**src/rtl/mux_sel_arbiter.sv**
```systemverilog
// Round-robin arbiter driving the select of a 2:1 data mux. Each owner is held for at most
// HOLD_MAX cycles under contention, and every owner change passes through one dead cycle.
module mux_sel_arbiter #(
   parameter int HOLD_MAX = 8,
   parameter int CNT_W    = 4
) (
   input  logic             clk,
   input  logic             rst_n,
   input  logic             req1,
   input  logic             req2,
   output logic             sel,
   output logic             gnt1,
   output logic             gnt2,
   output logic             busy,
   output logic [CNT_W-1:0] hold_cnt
);

   typedef enum logic [1:0] {IDLE, OWN1, OWN2, SWITCH} state_t;

   localparam logic [CNT_W-1:0] HOLD_LAST = CNT_W'(HOLD_MAX - 1);

   state_t           state_q, state_d;
   logic             sel_q, sel_d;
   logic             gnt1_q, gnt1_d;
   logic             gnt2_q, gnt2_d;
   logic             busy_q, busy_d;
   logic [CNT_W-1:0] hold_cnt_q, hold_cnt_d;
   logic             last_q, last_d;   // 0: source 1 owned last, 1: source 2 owned last

   logic grant_en, grant_src;
   logic own_src, own_req, oth_req, tgt_req;

   always_comb begin
      state_d    = state_q;
      sel_d      = sel_q;
      gnt1_d     = 1'b0;
      gnt2_d     = 1'b0;
      hold_cnt_d = '0;
      last_d     = last_q;
      grant_en   = 1'b0;
      grant_src  = 1'b0;
      own_src    = (state_q == OWN2);
      own_req    = own_src ? req2 : req1;
      oth_req    = own_src ? req1 : req2;
      tgt_req    = sel_q ? req2 : req1;

      case (state_q)
         IDLE: begin
            if (req1 && req2) begin
               grant_en  = 1'b1;
               grant_src = ~last_q;
            end else if (req1 || req2) begin
               grant_en  = 1'b1;
               grant_src = req2;
            end
         end
         OWN1, OWN2: begin
            if (oth_req && (!own_req || hold_cnt_q == HOLD_LAST)) begin
               // Flip sel now so it is settled before the new owner's grant rises.
               state_d = SWITCH;
               sel_d   = ~own_src;
            end else if (!own_req) begin
               state_d = IDLE;
            end else begin
               gnt1_d     = ~own_src;
               gnt2_d     = own_src;
               hold_cnt_d = (hold_cnt_q == HOLD_LAST) ? hold_cnt_q : hold_cnt_q + CNT_W'(1);
            end
         end
         SWITCH: begin
            if (tgt_req) begin
               grant_en  = 1'b1;
               grant_src = sel_q;
            end else begin
               state_d = IDLE;
            end
         end
         default: state_d = IDLE;
      endcase

      if (grant_en) begin
         state_d = grant_src ? OWN2 : OWN1;
         sel_d   = grant_src;
         gnt1_d  = ~grant_src;
         gnt2_d  = grant_src;
         last_d  = grant_src;
      end

      busy_d = gnt1_d | gnt2_d;
   end

   always_ff @(posedge clk) begin
      if (!rst_n) begin
         state_q    <= IDLE;
         sel_q      <= 1'b0;
         gnt1_q     <= 1'b0;
         gnt2_q     <= 1'b0;
         busy_q     <= 1'b0;
         hold_cnt_q <= '0;
         last_q     <= 1'b1;
      end else begin
         state_q    <= state_d;
         sel_q      <= sel_d;
         gnt1_q     <= gnt1_d;
         gnt2_q     <= gnt2_d;
         busy_q     <= busy_d;
         hold_cnt_q <= hold_cnt_d;
         last_q     <= last_d;
      end
   end

   assign sel      = sel_q;
   assign gnt1     = gnt1_q;
   assign gnt2     = gnt2_q;
   assign busy     = busy_q;
   assign hold_cnt = hold_cnt_q;

endmodule

```
**config.mk**
```make
export PLATFORM = sky130hd
export DESIGN_NAME = mux_sel_arbiter
export DESIGN_NICKNAME = d
export VERILOG_FILES = /design/src/rtl/mux_sel_arbiter.sv
export SDC_FILE = /design/constraint.sdc
export NUM_CORES = 1
export LEC_CHECK = 0
export CAP_MARGIN = 20
export CORE_MARGIN = 2
export CORE_UTILIZATION = 25
export DETAILED_ROUTE_END_ITERATION = 8
export DONT_BUFFER_PORTS = 1
export SYNTH_ARGS = -nofsm -noshare
export SYNTH_HDL_FRONTEND = slang
export SYNTH_SLANG_ARGS = --single-unit
```
**constraint.sdc**
```tcl
create_clock -name clk -period 1.7 [get_ports clk]
set_clock_uncertainty 0.05 [all_clocks]
set_input_delay 0.34 -clock clk [delete_from_list [all_inputs] [get_ports clk]]
set_output_delay 0.34 -clock clk [all_outputs]
set_load 0.005 [all_outputs]
```
==> results_dict.tcl <==
set metrics [dict create \
    status "finished with violations" \
    violations "design-rule violations, negative setup slack" \
    holdCritPathClass "in -> reg" \
    clk_latency_ns 0.28 \
    antenna_cells 0 \
    final_cell_area_um2 991 \
    multi_input_area_um2 564 \
    drv_slew 0 \
    cp_max_fo 5 \
    syn_nets 100 \
    grt_pass1_vias 743 \
    synth_cells 90 \
    leakage_nw 0.389 \
    worstPathRequired_ns 1.83 \
    numPortBuffers 0 \
    drt_iter0_markers 18 \
    clock_sinks 11 \
    synth_top_area_frac 0.292 \
    slew_headroom 0.753 \
    die_h_um 58.9 \
    area_growth_pct 31.6 \
    cts_tree "done" \
    fillers 313 \
    gp_congestion 0.768 \
    seqCellArea_um2 228 \
    ys_top_cells_by_count "11 x dfxtp_1, 9 x nand2_1, 8 x a21oi_1, 8 x inv_1, 6 x ha_1" \
    hold_viol_final 0 \
    ys.flop_type "dfxtp_1" \
    gr-total-overflow 0 \
    path_cells "inv_4 -> ha_4 -> mux2_4 -> a221o_1 -> and2_4 -> a311oi_2" \
    grt_start_max_net_pins 12 \
    holdCritStartpoint "rst_n" \
    layout.nets 115 \
    ys_warn_count 0 \
    start_util 0.269 \
    viasPerCell 5.47 \
    async_reset_ff_frac 0 \
    synth_edf_count 0 \
    startpoint "state_q[0]$_SDFFE_PN0P_" \
    drive_above_1_share 0.365 \
    min_period_ns 1.74 \
    r2r_start "state_q[0]$_SDFFE_PN0P_" \
    ir_drop_v 0.000410 \
    max_clock_freq_mhz 574 \
    numCtsBuffers 3 \
    worstPathArrival_ns 1.88 \
    cpMaxStageDelayCell "dfxtp_4" \
    fin_ws_ns -0.0421 \
    yosys_register_bits 11 \
    worst_pin_slew_ns 0.367 \
    slowest_delay_ns 0.36 \
    finalSetupViolCount 4 \
    dr.pass1.iters 6 \
    path_class "reg -> reg" \
    gr-usage-all-layers 0.128 \
    dieArea_um2 3470 \
    fin_util 0.353 \
    yosys.area.top_type "dfxtp_1" \
    synth.most_common_cell "dfxtp_1" \
    coreArea_um2 2810 \
    io_pins 12 \
    wl_mm 2.08 \
    synth_cell_types 40 \
    cts.path.max_buffers 2 \
    tns_ns -0.0852 \
    drtAntennaViolNets 0 \
    yosys-top-cells-area "dfxtp_1 29%, ha_1 10%, a21oi_1 5.3%" \
    routedWlPerCell_um 15.4 \
    vias 738 \
    placed_cell_area_um2 878 \
    root_buffer "clkbuf_4" \
    syn_area_um2 753 \
    cellPowerDensity_nw_per_um2 1400 \
    clkTransAtPathRegs_ns 0.08 \
    rows 19 \
    grt_setup_unrepaired "yes" \
    die_x_um 58.9 \
    avgSynthCellArea_um2 8.37 \
    rrSetupSlack_ns -0.04 \
    grt_pass1_wl_mm 3.35 \
    antenna_found_initial 0 \
    dp_hpwl_mm 1.46 \
    end_kind "register" \
    start_kind "register" \
    ys_seq_area_frac 0.292 \
    cts_max_level 1 \
    post-route-period-util 1.02 \
    drc 2 \
    cap_viol_max_count 0 \
]
[cell families (layout without fill, tap and decap cells)]
kind of cell / count (synthesis) / in the layout / synth area share
buffers and inverters: 11 / 25 / 0.0681
and+or+nand+nor: 30 / 30 / 0.213
xor gates and xnor gates: 1 / 1 / 0.0116
AOI/OAI and AO/OA: 29 / 29 / 0.282
muxes: 2 / 2 / 0.0332
DFF: 11 / 11 / 0.292
adders and majority gates: 6 / 6 / 0.0997
[metrics by stage]
step | power (mW) | setup slack, ns | std cells | hold WS, ns
after floorplan | 0.843 | 0.00247 | 90 | 0.381
after global placement | 1.01 | -0.0494 | 130 | 0.387
after detailed placement | 1.04 | -0.0773 | 130 | 0.406
after CTS | 1.31 | -0.0461 | 135 | 0.128
after global routing | 1.49 | -0.105 | 135 | 0.0976
final | 1.39 | -0.0421 | 135 | 0.110
[critical path, delay by kind of cell (launching register included)]
kind	cells	cell delay, ns
buffers and inverters	1	0.08
flip-flops	1	0.36
adder cells (fa/ha/maj)	1	0.13
AO/OA/AOI/OAI	2	0.56
multiplexers	1	0.29
AND/OR/NAND/NOR	1	0.17
[placed cells by master, fill, tap and decap left out, types with 3 or more instances in the layout]
master / instances
a21oi_1: 6
a21oi_2: 3
buf_4: 12
clkbuf_4: 3
dfxtp_1: 9
ha_4: 3
inv_1: 7
nand2_1: 9
nand2b_1: 4
nor2_1: 4
o21ai_0: 4
[path summary, 6_finish.rpt]
check	endpoint	cells past startpoint
max	state_q[1]$_SDFFE_PN0P_	6
min	last_q$_SDFFE_PN1P_	1
max reg2reg	state_q[1]$_SDFFE_PN0P_	6
min reg2reg	last_q$_SDFFE_PN1P_	2
[registers in the layout (all words and copies together), names as in the netlist]
name	count
state_q	2
last_q	1
busy	1
gnt1	1
sel	1
gnt2	1
hold_cnt	4
[report_power, final]
group / switching, mW / total (mW) / leakage, nW / internal (mW)
clock: 0.0961 / 0.187 / 0.0150 / 0.0910
sequential: 0.0754 / 0.411 / 0.0914 / 0.336
combinational: 0.394 / 0.787 / 0.283 / 0.393
[what timing repair did]
item | in CTS | in global routing
hold buffers | 0 | 0
endpoints found under the setup margin | 8 | 9
buffers inserted | 1 | 0
resized for setup | 7 | 11
pin swaps | 7 | 4
[per-layer routing]
metal | share of wire | global-route usage | wire length, um | up-vias
met5 | 0 | 0 | 0 | -
met4 | 0.019 | 0.0584 | 40 | 0
met3 | 0.056 | 0.0374 | 117 | 7
met2 | 0.51 | 0.216 | 1060 | 20
met1 | 0.42 | 0.150 | 862 | 358
li1 | - | - | - | 353
[layout make-up]
class / instances / area share
multi-input cells: 68 / 0.569
flip-flops and latches: 11 / 0.230
repair buffers: 13 / 0.102
well taps: 31 / 0.0391
inverters: 8 / 0.0328
clock buffers: 4 / 0.0265
Power figures use the tool's default switching activity.
